<file path="src/rtl/ld_ooo_sched.sv">
// Load-queue scheduler: lowest-free-slot allocation on the write port,
// round-robin pick with one outstanding dcache request on the read port.
module ld_ooo_sched #(
  parameter int unsigned QUEUE_DEPTH = 4,
  localparam int unsigned IDX_W = $clog2(QUEUE_DEPTH)
) (
  input  logic                   clk,
  input  logic                   rst,
  input  logic                   disp_valid,
  output logic                   disp_ready,
  output logic                   ld_ooo_queue_wen,
  output logic [IDX_W-1:0]       ld_ooo_queue_waddr,
  input  logic [QUEUE_DEPTH-1:0] ld_ooo_queue_valid_bits,
  input  logic [QUEUE_DEPTH-1:0] ld_ooo_queue_ready_bits,
  input  logic                   sel_pkt_valid,
  output logic [IDX_W-1:0]       ld_ooo_queue_raddr,
  output logic                   ld_ooo_queue_complete,
  output logic                   dmem_req,
  input  logic                   dmem_resp,
  output logic                   ld_wb_valid
);

  typedef enum logic [1:0] {IDLE, ISSUE, DRAIN} state_t;

  state_t           state, state_nxt;
  logic [IDX_W-1:0] raddr_q, raddr_nxt;
  logic [IDX_W-1:0] rr_ptr, rr_ptr_nxt;
  logic [IDX_W-1:0] pick, cand;
  logic             any_ready;

  // Lowest free slot; the queue sets valid on the next edge, so no reservation.
  always_comb begin
    ld_ooo_queue_waddr = '0;
    for (int i = QUEUE_DEPTH - 1; i >= 0; i--) begin
      if (!ld_ooo_queue_valid_bits[i]) ld_ooo_queue_waddr = IDX_W'(i);
    end
  end

  assign disp_ready       = |(~ld_ooo_queue_valid_bits);
  assign ld_ooo_queue_wen = disp_valid && disp_ready && rst;

  // First ready entry at or after rr_ptr; scanning downward leaves the nearest one.
  always_comb begin
    pick = rr_ptr;
    cand = '0;
    for (int k = QUEUE_DEPTH - 1; k >= 0; k--) begin
      cand = rr_ptr + IDX_W'(k);
      if (ld_ooo_queue_ready_bits[cand]) pick = cand;
    end
  end

  assign any_ready          = |ld_ooo_queue_ready_bits;
  assign ld_ooo_queue_raddr = raddr_q;

  always_ff @(posedge clk) begin
    if (!rst) begin
      state   <= IDLE;
      raddr_q <= '0;
      rr_ptr  <= '0;
    end else begin
      state   <= state_nxt;
      raddr_q <= raddr_nxt;
      rr_ptr  <= rr_ptr_nxt;
    end
  end

  // DRAIN keeps the request up for the cache but never retires: the slot may be reused.
  always_comb begin
    state_nxt             = state;
    raddr_nxt             = raddr_q;
    rr_ptr_nxt            = rr_ptr;
    dmem_req              = 1'b0;
    ld_ooo_queue_complete = 1'b0;
    ld_wb_valid           = 1'b0;
    unique case (state)
      IDLE: begin
        if (any_ready) begin
          raddr_nxt  = pick;
          rr_ptr_nxt = pick + IDX_W'(1);
          state_nxt  = ISSUE;
        end
      end
      ISSUE: begin
        dmem_req = 1'b1;
        if (dmem_resp) begin
          ld_ooo_queue_complete = sel_pkt_valid;
          ld_wb_valid           = sel_pkt_valid;
          state_nxt             = IDLE;
        end else if (!sel_pkt_valid) begin
          state_nxt = DRAIN;
        end
      end
      DRAIN: begin
        dmem_req = 1'b1;
        if (dmem_resp) state_nxt = IDLE;
      end
      default: state_nxt = IDLE;
    endcase
  end

endmodule

</file>
<file path="config.mk">
export PLATFORM = sky130hd
export DESIGN_NAME = ld_ooo_sched
export DESIGN_NICKNAME = d
export VERILOG_FILES = /design/src/rtl/ld_ooo_sched.sv
export SDC_FILE = /design/constraint.sdc
export NUM_CORES = 1
export LEC_CHECK = 0
export BUFFER_PORTS_ARGS = -buffer_cell sky130_fd_sc_hd__buf_4
export CAP_MARGIN = 40
export CORE_AREA = 2 2 39 41
export DETAILED_ROUTE_END_ITERATION = 12
export DIE_AREA = 0 0 41 43
export SYNTH_ARGS = -nofsm -noshare
export SYNTH_HDL_FRONTEND = slang
export SYNTH_SLANG_ARGS = --single-unit
</file>
<file path="constraint.sdc">
create_clock -name clk -period 2.1 [get_ports clk]
set_input_delay 0.105 -clock clk [delete_from_list [all_inputs] [get_ports clk]]
set_output_delay 0.105 -clock clk [all_outputs]
set_load 0.01 [all_outputs]
</file>
### After elaboration in Yosys (flattened, before gate mapping)

Cells that the tools add are included.

* bits of input ports: 13
* ROM bits: 0
* bits in writable memories: 0
* register bits: 6
* memories: 0
* output and inout port bits: 9
* latch bits: 0

* bitwise logic cells: 1
* eq/ne operators: 5
* multiplexer cells: 24
* div/mod/pow operators: 0
* reduce and logical (&&, ||, !) cells: 8
* $mul: 0
* order comparisons: 4
* $add $sub $neg: 4
* shifts and indexed selects: 0

Operator list (count)
* 2-to-1 mux 2 bit: 12
* less-than comparator 2 x 3 -> 1 bit, second input constant: 4
* binary-select mux 1 bit (select 2 bit): 4
* OR reduction 4 bit: 2
* 2-to-1 mux 1 bit: 7
* case mux 2 bit (3 select lines): 1
* adder 2 x 1 -> 2 bit, second input constant: 2
* adder 2 bit, second input constant: 2
* inequality test 2 bit, second input constant: 2
* NOT 4 bit: 1
* inequality test 3 bit, second input constant: 1
* AND reduction 3 bit: 1
* equality test 2 x 1 -> 1 bit, second input constant: 1
* equality test 2 bit, second input constant: 1
* logical AND 1 bit: 2
* zero test 2 bit: 1
* AND reduction 2 bit: 1
* OR reduction 2 bit: 1

### Logic depth before layout (Yosys ltp)

* word-level depth: 8
* depth in mapped cells: 6
* mapped depth without buffers: 6

### Least setup slack after synthesis

OpenSTA, ideal clock, no wires.

* kind: reg-to-reg
* start: reg rr_ptr[1]
* end: reg rr_ptr[1]
* clock period less this slack: 1181 ps
* required time: 1981 ps
* arrival: 1061 ps
* stages on the path, launching flop included: 6
* path buffers: 0
* setup slack: 919 ps
* cell sequence: dfxtp_1 > or3_1 > o2111ai_1 > nand2_2 > xnor2_1 > a21oi_1

* word-level cells in the longest chain between the ends: 8
* elaborated cells between the ends (all ways): 16

Ends and longest elaborated chain
* start, declared: RTL line 27 `logic [IDX_W-1:0] rr_ptr, rr_ptr_nxt;`
* start signal, assigned: RTL line 63 `rr_ptr <= rr_ptr_nxt;`
* adder 2 bit: RTL line 47 `cand = rr_ptr + IDX_W'(k);`
* binary-select mux 1 bit (select 2 bit): RTL line 48 `if (ld_ooo_queue_ready_bits[cand]) pick = cand;`
* 2-to-1 mux 1 bit (implied by the code): RTL line 48
* 2-to-1 mux 2 bit (3 in series): RTL line 48
* 2-to-1 mux 2 bit *: RTL line 48
* adder 2 x 1 -> 2 bit *: RTL line 79 `rr_ptr_nxt = pick + IDX_W'(1);`

Every way passes the cells marked *; elsewhere a longest branch is shown, timed or not. The select of a mux whose other input is x is not followed.
A chain may end at the register's enable or synchronous reset.

### Worst setup path in the final report

* start: reg state[0]
* end: reg state[0]

* elaborated cells between the ends (all ways): 8

RTL lines
* start, declared: RTL line 25 `state_t state, state_nxt;`
* start signal, assigned: RTL line 61 `state <= state_nxt;`
* equality test 2 bit (tied with other cells): RTL line 75 `unique case (state)`
* case mux 2 bit (3 select lines) *: RTL line 75
* net state_nxt[0]: RTL line 25

The timed path passes the listed nets; every way through them passes the cells marked *.

==> results.py <==
metrics = {
    "status": {
        "outcome": "finished, final reports clean",
    },
    "final_layout": {
        "multiInputGateArea_um2": 305,
        "drive_gt1_share_pct": 36.4,
        "nNetsFinal": 95,
        "nFillCells": 135,
        "layout_commonest_cell": "buf_4",
        "final_cells": 93,
        "area_delta_synth_final_pct": 39.8,
        "regArea_um2": 120,
        "n_antenna_cell": 0,
        "final_cell_mix": "21 x buf_4, 6 x nand2_1, 6 x dfxtp_1",
    },
    "place": {
        "pre_cts_slack_ps": 687,
        "post-dp-hpwl_um": 795,
        "place_congestion": 0.698,
        "dp.cells": 90,
        "io_buffers": 21,
    },
    "clock_tree": {
        "cts_root_buf": "clkbuf_4",
        "h-tree-depth": 1,
        "hold_buffers": 0,
        "clk_pin_slew_ps": 50,
        "post_cts_resized": 0,
        "cts_setup_buffers": 0,
        "cts.sinks": 6,
        "clock_path_buffers": 2,
        "cts_tree": "yes",
        "numCtsBuffers": 3,
        "clk_latency_ps": 240,
    },
    "routing": {
        "drt_first_pass_iters": 4,
        "viasPerCell": 4.84,
        "drtIter0Drc": 4,
        "drc_errors": 0,
        "drt_wl_total_um": 976,
        "ant_nets": 0,
        "wl_per_cell_um": 10.5,
        "vias": 450,
    },
    "floorplan": {
        "floorplan.initialDensity_pct": 32.9,
        "die-area_um2": 1760,
        "core_area_um2": 1380,
        "core.rowCount": 14,
        "fp.dieH_um": 43,
        "die_w_um": 41,
        "ioPinCount": 22,
    },
    "timing": {
        "fmax_ghz": 0.713,
        "post-route-period-util_pct": 66.8,
        "tightest_slew_ps": 489,
        "finalHoldViolCount": 0,
        "finalClockSkew_ps": 7.09,
        "finalCriticalPeriod_ps": 1400,
        "rsz0062_at_grt": "false",
        "maxSlewHeadroom_pct": 67.3,
        "finalSetupTns_ps": 0,
        "finalMaxSlewViolations": 0,
        "finalSetupViolCount": 0,
        "timing.final.ws_setup_ps": 697,
    },
    "critical_path": {
        "arrival_ps": 1570,
        "critPathRequiredTime_ps": 2270,
        "crit_buf_inv": 1,
        "critPathKind": "register to register",
        "crit_slowest_cell": "nor2b_1",
        "slowest_delay_ps": 430,
        "critPathLaunchType": "register",
        "crit_family": "simple AND/OR/NAND/NOR gates",
        "critPathCaptureType": "register",
        "worstPathMaxFanout": 8,
        "crit_path_cell_trace": "inv_1 > ha_1 > nor2b_1 > o21ai_0 > a21boi_1",
    },
    "grt": {
        "grt_remaining_overflow": 0,
        "grt_pass1_wl_um": 1370,
        "grt_max_degree": 9,
        "grt_antenna_before_repair": 0,
        "grt_util_all_layers_pct": 11.8,
        "grt_pass1_vias": 371,
    },
    "synthesis": {
        "synth_area_leaders": "dfxtp_1 26%, ha_1 8.2%, nor2b_1 5.5%",
        "async_reset_ff_share_pct": 0,
        "synth_edf_count": 0,
        "synth-main-ff-cell": "dfxtp_1",
        "synth_nets": 71,
        "synth_area_per_cell_um2": 8.28,
        "yosysWarnings": 0,
        "syn_inst": 55,
        "synth_top_area_share_pct": 26.4,
        "synth.distinct_cells": 27,
        "ys_ff_latch": 6,
        "yosys.area.top_type": "dfxtp_1",
        "synth_seq_area_share_pct": 26.4,
        "syn_area_um2": 455,
    },
    "min_path": {
        "hold_path.class": "input pin to register",
    },
    "pwr": {
        "static-leakage-power_uw": 0.000298,
        "p_per_area_nw_per_um2": 639,
        "vdd_ir_drop_max_mv": 0.357,
    },
    "job": {
        "maxCapViolCount": 0,
    },
}
[layout make-up]
class / instances / area share [%]
Sequential cell: 6 / 18.9
Clock buffer: 3 / 3.54
Tap cell: 16 / 3.14
Timing Repair Buffer: 21 / 24.8
Multi-Input combinational cell: 44 / 47.9
Inverter: 3 / 1.77
[cell usage after synthesis (all sizes together), types with 2 or more instances]
library cell,n
and3,2
inv,3
o21ai,6
a21oi,4
nand2b,3
buf,2
ha,3
nand2,7
nor2b,4
dfxtp,6
a21boi,5
[worst reg2reg max path: stages, from the launching register on]
cell and delay [ps]:
dfxtp_1 320, inv_1 80, ha_1 160, nor2b_1 430
o21ai_0 180, a21boi_1 160
[final timing paths]
kind,cells after the start,startpoint,slack (ps),to
setup reg to reg,5,state[0],700,state[0]
setup / recovery,5,state[0],700,state[0]
hold / removal,2,rst,130,ld_ooo_queue_raddr[1]
hold reg to reg,2,state[1],480,state[1]
[state kept, by name (all words and copies together) (netlist names)]
| register | cells |
|---|---|
| rr_ptr | 2 |
| ld_ooo_queue_raddr | 2 |
| state | 2 |
[power breakdown]
part / internal, uW / switching, uW
Combinational: 81.2 / 71.2
Sequential: 133 / 17.4
Clock: 64.5 / 39.4
Total: 279 / 128
[kinds of logic after synthesis]
group           count (synthesis)  synth area share, %
simple gates                   21                 28.6
mux                             1                 2.20
compound gates                 18                 26.1
fa+ha+maj                       3                 8.24
buf+inv                         5                 6.59
flops                           6                 26.4
xor+xnor                        1                 1.92
[stage by stage]
step | utilization (%) | hold slack, ps | total power (uW) | cell area (um^2)
6_report | 46.0 | 134 | 407 | 637
5_1_grt | 46.0 | 135 | 435 | 637
4_1_cts | 46.0 | 131 | 415 | 637
3_5_place_dp | 44.4 | 387 | 307 | 614
3_3_place_gp | 44.4 | 380 | 305 | 614
2_1_floorplan | - | 233 | 251 | 455
[layer usage]
metal  vias to the layer above  share of wire (%)  routed length [um]  GRT usage [%]
met2                        13                 51                 502           19.1
li1                        238                  -                   -              -
met1                       199                 43                 421           11.3
met4                         0                  0                   0           8.00
met3                         0                5.3                  52           4.71
met5                         -                  0                   0              0
Note: power is estimated with default switching activity, not from simulation.
